[src/rtl/systolic_pkg.sv]
// Shared definitions for the systolic multiplier operand feeder: defaults, feeder FSM states, row types.
package systolic_pkg;

   localparam int DATA_SIZE_DEF = 8;
   localparam int N_DEF         = 3;
   localparam int FLUSH_CYCLES  = 2 * N_DEF - 2;

   typedef enum logic [2:0] {
      ST_IDLE,
      ST_CLEAR,
      ST_STREAM,
      ST_FLUSH,
      ST_DONE
   } feeder_state_e;

   typedef logic [DATA_SIZE_DEF-1:0]       elem_t;
   typedef logic [DATA_SIZE_DEF*N_DEF-1:0] row_t;

   // Zero-flush length needed to drain an n x n skewed array.
   function automatic int flush_cycles(input int n);
      return 2 * n - 2;
   endfunction

endpackage

[src/rtl/feeder_row_buf.sv]
// NxN element buffer: one full row written per cycle, one row or one column read per step index.
module feeder_row_buf #(
   parameter int DATA_SIZE = 8,
   parameter int N         = 3,
   parameter bit COL_READ  = 1'b1
) (
   input  logic                   clk,
   input  logic                   reset,
   input  logic                   wr_en,
   input  logic [$clog2(N)-1:0]   wr_row,
   input  logic [DATA_SIZE*N-1:0] wr_data,
   input  logic [$clog2(N)-1:0]   rd_k,
   output logic [DATA_SIZE*N-1:0] rd_data
);

   logic [DATA_SIZE-1:0] mem_q [N][N];

   always_ff @(posedge clk) begin
      if (reset) begin
         for (int r = 0; r < N; r++) begin
            for (int c = 0; c < N; c++) begin
               mem_q[r][c] <= '0;
            end
         end
      end else if (wr_en && (int'(wr_row) < N)) begin
         for (int c = 0; c < N; c++) begin
            mem_q[wr_row][c] <= wr_data[c*DATA_SIZE +: DATA_SIZE];
         end
      end
   end

   // Lane i gets mem[i][k] (column read) or mem[k][i] (row read).
   always_comb begin
      rd_data = '0;
      for (int i = 0; i < N; i++) begin
         if (COL_READ) begin
            rd_data[i*DATA_SIZE +: DATA_SIZE] = mem_q[i][rd_k];
         end else begin
            rd_data[i*DATA_SIZE +: DATA_SIZE] = mem_q[rd_k][i];
         end
      end
   end

endmodule

[src/rtl/systolic_feeder.sv]
// Operand feeder for the NxN systolic array: clear, stream N steps, zero-flush, done.
// Define FEEDER_B_TRANSPOSE_EN to store B column-wise (host loads B^T in row format).
module systolic_feeder
   import systolic_pkg::*;
#(
   parameter int DATA_SIZE = DATA_SIZE_DEF,
   parameter int N         = N_DEF
) (
   input  logic                   clk,
   input  logic                   reset,
   input  logic                   wr_en,
   input  logic                   wr_sel,
   input  logic [$clog2(N)-1:0]   wr_row,
   input  logic [DATA_SIZE*N-1:0] wr_data,
   input  logic                   start,
   output logic                   busy,
   output logic                   done,
   output logic                   array_reset,
   output logic [DATA_SIZE*N-1:0] matrix_a_out,
   output logic [DATA_SIZE*N-1:0] matrix_b_out,
   output logic                   valid_out
);

   localparam int KW      = $clog2(N);
   localparam int CW      = $clog2(2 * N);
   localparam int FLUSH_N = flush_cycles(N);
`ifdef FEEDER_B_TRANSPOSE_EN
   localparam bit B_COL_READ = 1'b1;
`else
   localparam bit B_COL_READ = 1'b0;
`endif

   feeder_state_e          state_q, state_d;
   logic [CW-1:0]          cnt_q, cnt_d;
   logic                   busy_q, busy_d;
   logic                   done_q, done_d;
   logic                   clr_q, clr_d;
   logic                   vld_q, vld_d;
   logic [DATA_SIZE*N-1:0] a_q, a_d;
   logic [DATA_SIZE*N-1:0] b_q, b_d;
   logic [DATA_SIZE*N-1:0] a_rd, b_rd;
   logic                   idle_wr;

   // Buffers are frozen from the first non-IDLE cycle until the run ends.
   assign idle_wr = wr_en && (state_q == ST_IDLE);

   feeder_row_buf #(.DATA_SIZE(DATA_SIZE), .N(N), .COL_READ(1'b1)) u_a_buf (
      .clk     (clk),
      .reset   (reset),
      .wr_en   (idle_wr && !wr_sel),
      .wr_row  (wr_row),
      .wr_data (wr_data),
      .rd_k    (cnt_d[KW-1:0]),
      .rd_data (a_rd)
   );

   feeder_row_buf #(.DATA_SIZE(DATA_SIZE), .N(N), .COL_READ(B_COL_READ)) u_b_buf (
      .clk     (clk),
      .reset   (reset),
      .wr_en   (idle_wr && wr_sel),
      .wr_row  (wr_row),
      .wr_data (wr_data),
      .rd_k    (cnt_d[KW-1:0]),
      .rd_data (b_rd)
   );

   always_ff @(posedge clk) begin
      if (reset) begin
         state_q <= ST_IDLE;
         cnt_q   <= '0;
         busy_q  <= 1'b0;
         done_q  <= 1'b0;
         clr_q   <= 1'b0;
         vld_q   <= 1'b0;
         a_q     <= '0;
         b_q     <= '0;
      end else begin
         state_q <= state_d;
         cnt_q   <= cnt_d;
         busy_q  <= busy_d;
         done_q  <= done_d;
         clr_q   <= clr_d;
         vld_q   <= vld_d;
         a_q     <= a_d;
         b_q     <= b_d;
      end
   end

   always_comb begin
      state_d = state_q;
      cnt_d   = cnt_q;
      case (state_q)
         ST_IDLE: begin
            cnt_d = '0;
            if (start) state_d = ST_CLEAR;
         end
         ST_CLEAR: begin
            state_d = ST_STREAM;
            cnt_d   = '0;
         end
         ST_STREAM: begin
            if (cnt_q == CW'(N - 1)) begin
               state_d = ST_FLUSH;
               cnt_d   = '0;
            end else begin
               cnt_d = cnt_q + 1'b1;
            end
         end
         ST_FLUSH: begin
            if (cnt_q == CW'(FLUSH_N - 1)) begin
               state_d = ST_DONE;
               cnt_d   = '0;
            end else begin
               cnt_d = cnt_q + 1'b1;
            end
         end
         ST_DONE: begin
            state_d = ST_IDLE;
            cnt_d   = '0;
         end
         default: begin
            state_d = ST_IDLE;
            cnt_d   = '0;
         end
      endcase
   end

   // Outputs decoded from the next state so the registered copy lines up with state_q.
   always_comb begin
      busy_d = (state_d != ST_IDLE);
      done_d = (state_d == ST_DONE);
      clr_d  = (state_d == ST_CLEAR);
      vld_d  = (state_d == ST_STREAM);
      a_d    = '0;
      b_d    = '0;
      if (state_d == ST_STREAM) begin
         a_d = a_rd;
         b_d = b_rd;
      end
   end

   assign busy         = busy_q;
   assign done         = done_q;
   assign array_reset  = clr_q;
   assign valid_out    = vld_q;
   assign matrix_a_out = a_q;
   assign matrix_b_out = b_q;

endmodule

[config.mk]
export PLATFORM = sky130hd
export DESIGN_NAME = systolic_feeder
export DESIGN_NICKNAME = d
export VERILOG_FILES = /design/src/rtl/systolic_pkg.sv /design/src/rtl/feeder_row_buf.sv /design/src/rtl/systolic_feeder.sv
export SDC_FILE = /design/constraint.sdc
export NUM_CORES = 1
export LEC_CHECK = 0
export BUFFER_PORTS_ARGS = -buffer_cell sky130_fd_sc_hd__buf_4
export CAP_MARGIN = 25
export CORE_ASPECT_RATIO = 0.5
export CORE_MARGIN = 3
export CORE_UTILIZATION = 50
export CTS_CLUSTER_SIZE = 12
export DETAILED_ROUTE_END_ITERATION = 8
export PLACE_DENSITY = 0.69
export SLEW_MARGIN = 20
export SYNTH_ARGS = -nofsm -noshare
export SYNTH_HDL_FRONTEND = slang
export SYNTH_SLANG_ARGS = --single-unit
[constraint.sdc]
create_clock -name clk -period 4.7 [get_ports clk]
set_input_delay 0.47 -clock clk [delete_from_list [all_inputs] [get_ports clk]]
set_output_delay 0.47 -clock clk [all_outputs]
set_load 0.02 [all_outputs]
Word-level counts from Yosys, hierarchy flattened --
Memories as Yosys holds them, arrays and structs flattened. A register that Yosys moved wholly into a read port is not among the register bits. Index checks and enable logic that the tools add are counted.
Operators by class: add/subtract/negate cells 1, $lt $le $gt $ge 2, equal/unequal tests 8, muxes and demuxes 30, bitwise logic cells 2, reductions and logical operators 11
Operator list (number):
- 8-bit binary-select mux with 2-bit select | 3
- 24-bit 2-to-1 mux | 2
- 8-bit 2-to-1 mux | 6
- 24-bit OR reduction | 2
- 3-bit by 2-bit == test with 1-bit output (second input constant) | 5
- 3-bit 2-to-1 mux | 5
- 3-bit case mux with 4 select lines | 1
- 1-bit 2-to-1 mux | 10
- 3-bit by 1-bit == test with 1-bit output (second input constant) | 2
- 3-bit case mux with 2 select lines | 1
- 1-bit logical AND | 5
- 2-bit 2-to-1 mux | 2
- 3-bit by 1-bit adder with 3-bit output (second input constant) | 1
- 3-bit == test (second input constant) | 1
- 3-bit >= comparator (second input constant) | 1
- 3-bit logical NOT | 1
- 2-bit inverter with 3-bit output | 1
- 3-bit nonzero test | 1
- 2-bit less-than comparator (second input constant) | 1
- 2-bit OR reduction | 1
- 1-bit logical NOT | 1
- 1-bit inverter | 1
Word-level totals: bits in registers 34, RAM bits 144, bits of input ports 31, output and inout bits 52, word-level logic and storage cells 63, memories kept 2
Memories:
- u_a_buf.mem_q | depth 3, width 24, rd ports 3, clocked after Yosys merged registers in 0, write ports 3, line feeder_row_buf.sv:16 | logic [DATA_SIZE-1:0] mem_q [N][N];
- u_b_buf.mem_q | depth 3, width 24, rd ports 1, clocked after Yosys merged registers in 1, write ports 3, line feeder_row_buf.sv:16

Logic depth before layout (Yosys ltp) --
depth in word-level cells 9, depth in mapped cells 9, gate-level depth less buffers 6

By module --
Synthesis repeated with hierarchy kept, for this count alone.
Unflattened totals: cell total of the unflattened synthesis 663, area total of the unflattened synthesis 9424.0 um^2
Modules (own cells, without submodules):
- feeder_row_buf (u_b_buf) | instances 1, cells an instance 258, area an instance 4135.2 um^2
- feeder_row_buf (u_a_buf) | instances 1, cells an instance 252, area an instance 3484.6 um^2
- systolic_feeder | instances 1, cells an instance 153, area an instance 1804.2 um^2

Worst setup path after synthesis --
Ideal clock, no wire load.
path kind input-to-reg, start point input wr_en, end point memory u_a_buf.mem_q[2][0] (netlist bit) (enable), setup time 0.414 ns, arrival time 2.590 ns, required time 4.286 ns, setup slack 1.696 ns, cell stages on the path 4, path buffers 2, cells stage by stage or4b_1 > buf_4 > buf_1 > o31ai_1
RTL lines:
- from (decl) | line systolic_feeder.sv:11 | input logic wr_en,
- to (decl) | line feeder_row_buf.sv:16

Worst setup path in the final report --
start point register cnt_q[0], end point register b_q[21], in the netlist matrix_b_out[21] (read register of u_b_buf.mem_q)
Between the ends: cells in the longest elaborated chain, start to end 6, elaborated cells on any way between the ends 12
RTL lines:
- from (decl) | line systolic_feeder.sv:34 | logic [CW-1:0] cnt_q, cnt_d;
- from (signal assigned) | line systolic_feeder.sv:79 | cnt_q <= cnt_d;
- 3-bit by 2-bit == test with 1-bit output, on equally long branches | line systolic_feeder.sv:110, systolic_feeder.sv:102
- 3-bit 2-to-1 mux, on equally long branches | line systolic_feeder.sv:110, systolic_feeder.sv:102
- 3-bit case mux with 4 select lines | line systolic_feeder.sv:92 | case (state_q)
- 3-bit by 2-bit == test with 1-bit output | line systolic_feeder.sv:136 | if (state_d == ST_STREAM) begin
- 1-bit inverter (no line)
- 2-bit OR reduction (no line)
- to (decl) | line systolic_feeder.sv:40 | logic [DATA_SIZE*N-1:0] b_q, b_d;
Several ways; a longest one is shown, not always the timed one. A chain may end at the register's enable or synchronous reset.

==> impl_results.md <==
* Hold Crit Class: primary input to flop
* Port Buffers at a little over 80
* Yosys top cell by area: edfxtp_1
* Pre-Repair DR Iteration Count at 5
* Reg-to-reg setup timing slack at around 1.9 ns
* Critical Path Sink Type: flop
* Final hold slack at about 0.26 ns
* Iter 0 DRT Violations at around 760
* Leak pwr at 4.56 nW
* Comb pwr share at 0.093
* Post-layout worst setup margin at 1.85 ns
* Total CTS buffers at 22
* Tmin final at approximately 2.8 ns
* Distinct cells, synth at 43
* Synth-to-Final Area Change at 15.2%
* DIE HEIGHT at roughly 110 µm
* Routed vias/inst at around 6
* Most frequent cells after synthesis: 168 x edfxtp_1, 98 x and2_1, 64 x clkbuf_1
* Routed metal-1 wirelength at between 10000 and 15000 µm
* CTS root buf: clkbuf_16
* Final net count at roughly 900
* Worst setup path endpoint: matrix_b_out[21]$_SDFF_PP0_
* Final setup fails at 0
* Status: finished, final reports clean
* Pwr per Cell Area at between 300 and 400 nW/µm²
* Clock skew at 0.00935 ns
* Worst reg2reg startpoint: cnt_q[0]$_SDFF_PP0_
* Largest net degree at the start of global routing at just under 100
* Clk_lat worst skew at around 0.5 ns
* Initial antenna violation count at 0
* Setup bufs post-CTS at 0
* Top-count cell post-synth: edfxtp_1
* Gates resized, CTS repair at 0
* Register area share after synthesis at 0.618
* Synth area leaders: edfxtp_1 50%, dfxtp_1 12%, and2_1 6.1%, and3b_1 4.2%, nand4_1 3.1%
* Power Internal at roughly 3.3 mW
* Post-Syn Area at between 10000 and 15000 µm²
* Routed vias at approximately 6900
* Synthesis Warnings at 0
* Syn Area/Cell at 12.3 µm²
* # clock sinks at between 200 and 250
* CTS tree: built
* P_sw at 1.02 mW
* Hold Fails Final Rpt at 0
* Top layer in use: met4
* Reg-to-Reg End: matrix_b_out[21]$_SDFF_PP0_
* Switch share at 0.238
* Critical Path Start: cnt_q[0]$_SDFF_PP0_
* Seq pwr share at 0.530
* Maximum vdd drop at between 0.00015 and 0.0002 V
* Die ar. at roughly 22000 µm²
* Dominant synthesized flop cell: edfxtp_1
* Initial core utilization at 0.527
* Syn Inst Count at around 810
* First-pass GRT wire length at about 40000 µm
* Seq cells post-synth at between 200 and 250
* ANT nets after route at 0
* DIE WIDTH at roughly 210 µm
* Setup TNS at 0 ns
* Post-synthesis async set-or-reset flop share at 0
* Routed wl met2 at around 11000 µm
* Rel. slew slack at 0.347
* CTS Hold Buffers Added at 0
* N_diodes at 0
* I/O pin total at 83
* Req. time, crit path at ~5.1 ns
* Metal3 WL at approximately 3000 µm
* DRC errors left at 0
* Finished Cell Area at between 10000 and 15000 µm²
* Fmax at around 350 MHz
* Critical path type: flop to flop
* Number of enable flip-flop cells after synthesis at around 170
* Tcrit/Tclk final at 0.606
* Slew Limit Fails at 0
* R2R depth at 8
* Worst-Margin Slew at roughly 1 ns
* Area share of the largest cell type after synthesis at 0.502
* Maxcap violations at 0
* Clock Pin Slew Worst Setup and Hold Paths at 0.06 ns
* Clock Power Share at 0.376
* Routed len/inst at about 23 µm
* RSZ-0062 raised after global routing: no
* Via count of the first global-routing pass at roughly 6500
* Worst Path Arrival at ~3.2 ns
* H-Tree Depth at 1
* RePlAce Congestion at between 0.8 and 0.9
* # rows at 35
* Core area at 19000 µm²
* Startpoint class of the critical path: flop
* Post-DP Area at ~11000 µm²
* Max Root-Sink Buffers at 3
* Routed wire length at ~26000 µm
* GRT Overall Usage at 0.240
* Hpwl dp at roughly 16000 µm
* Setup WS pre-CTS at approximately 1.9 ns
* Share of cells above drive strength 1 at 0.194
* CP max FO at 50
* Total grt overflow at 0
==> worst min-delay path by stage <==
stage                                       startpoint                     endpoint  slack [ns]  depth (start not counted)
floorplan           u_b_buf.mem_q[0][11]$_SDFFCE_PN0P_  matrix_b_out[11]$_SDFF_PP0_        0.50                          1
CTS                                              start              busy$_SDFF_PP0_        0.24                          3
global placement    u_b_buf.mem_q[0][12]$_SDFFCE_PN0P_  matrix_b_out[12]$_SDFF_PP0_        0.50                          1
finish                                           start              busy$_SDFF_PP0_        0.26                          3
detailed placement  u_b_buf.mem_q[0][20]$_SDFFCE_PN0P_   matrix_b_out[4]$_SDFF_PP0_        0.51                          1
global route                                     start              busy$_SDFF_PP0_        0.25                          3
==> through the flow <==
| stage | util | total power, mW | std cells |
|---|---|---|---|
| after floorplan | - | 2.54 | 837 |
| after global placement | 0.572 | 2.70 | 1115 |
| after detailed placement | 0.572 | 2.70 | 1115 |
| after CTS | 0.606 | 4.29 | 1154 |
| after global routing | 0.608 | 4.41 | 1156 |
| final | 0.608 | 4.28 | 1156 |
==> layout by cell type, fill, tap and decap left out, drive strengths merged, types with 4 or more instances in the layout <==
cell | netlist | layout
a21oi | 25 | 25
a41oi | 24 | 24
and2 | 98 | 98
and3b | 48 | 48
buf | 19 | 104
clkbuf | 64 | 38
conb | 1 | 24
dfxtp | 58 | 58
edfxtp | 168 | 168
ha | 4 | 4
inv | 31 | 31
mux2i | 24 | 24
nand2 | 28 | 28
nand4 | 49 | 49
nor2 | 4 | 4
nor3 | 51 | 51
nor3b | 25 | 25
nor4 | 12 | 12
o21ai | 4 | 4
o221a | 24 | 24
o31ai | 28 | 28
or2 | 6 | 6
==> registers in the layout, indices dropped and copies added (netlist names) <==
signal         flops
array_reset        1
state_q            3
u_b_buf.mem_q     96
valid_out          1
u_a_buf.mem_q     72
done               1
cnt_q              3
busy               1
matrix_b_out      24
matrix_a_out      24
==> cell families (layout without fill, tap and decap cells) <==
logic type                 after synthesis  count (layout)  share of synthesized area
AOI/OAI and AO/OA                      112             112                     0.0931
DFF                                    226             226                      0.618
adders and majority gates                4               4                    0.00498
and+or+nand+nor                        332             332                      0.213
muxes                                   24              24                     0.0239
other                                    1              24                   0.000373
xor gates and xnor gates                 1               1                   0.000872
buffers and inverters                  114             174                     0.0466
==> critical path: stages, from the launching register on <==
cell,delay (ns)
dfxtp_2,0.32
inv_2,0.44
ha_4,0.23
or3b_1,0.34
buf_4,0.31
o211ai_2,0.20
buf_4,0.33
inv_2,0.30
o221a_2,0.23
==> power by group through the flow <==
stage	Clock, mW	Combinational, mW	Sequential [mW]
after global placement	0	0.384	2.31
final	1.61	0.400	2.27
after CTS	1.63	0.394	2.27
after global routing	1.71	0.428	2.28
after detailed placement	0	0.392	2.31
after floorplan	0	0.212	2.32
==> layer usage <==
| metal | vias to the layer above | global-route usage |
|---|---|---|
| met5 | - | 0 |
| met4 | 0 | 0.0474 |
| met3 | 38 | 0.0615 |
| met2 | 320 | 0.338 |
| met1 | 3386 | 0.375 |
| li1 | 3175 | - |
==> cell type report <==
type,count,area [µm²]
inverter,31,116
timing repair buffer,104,798
sequential,226,6210
clock inverter,1,16.3
tap,259,324
fill,1486,7480
clock buffer,38,621
multi-input combinational,497,3490
No activity file was read; power rests on OpenSTA's default activity.
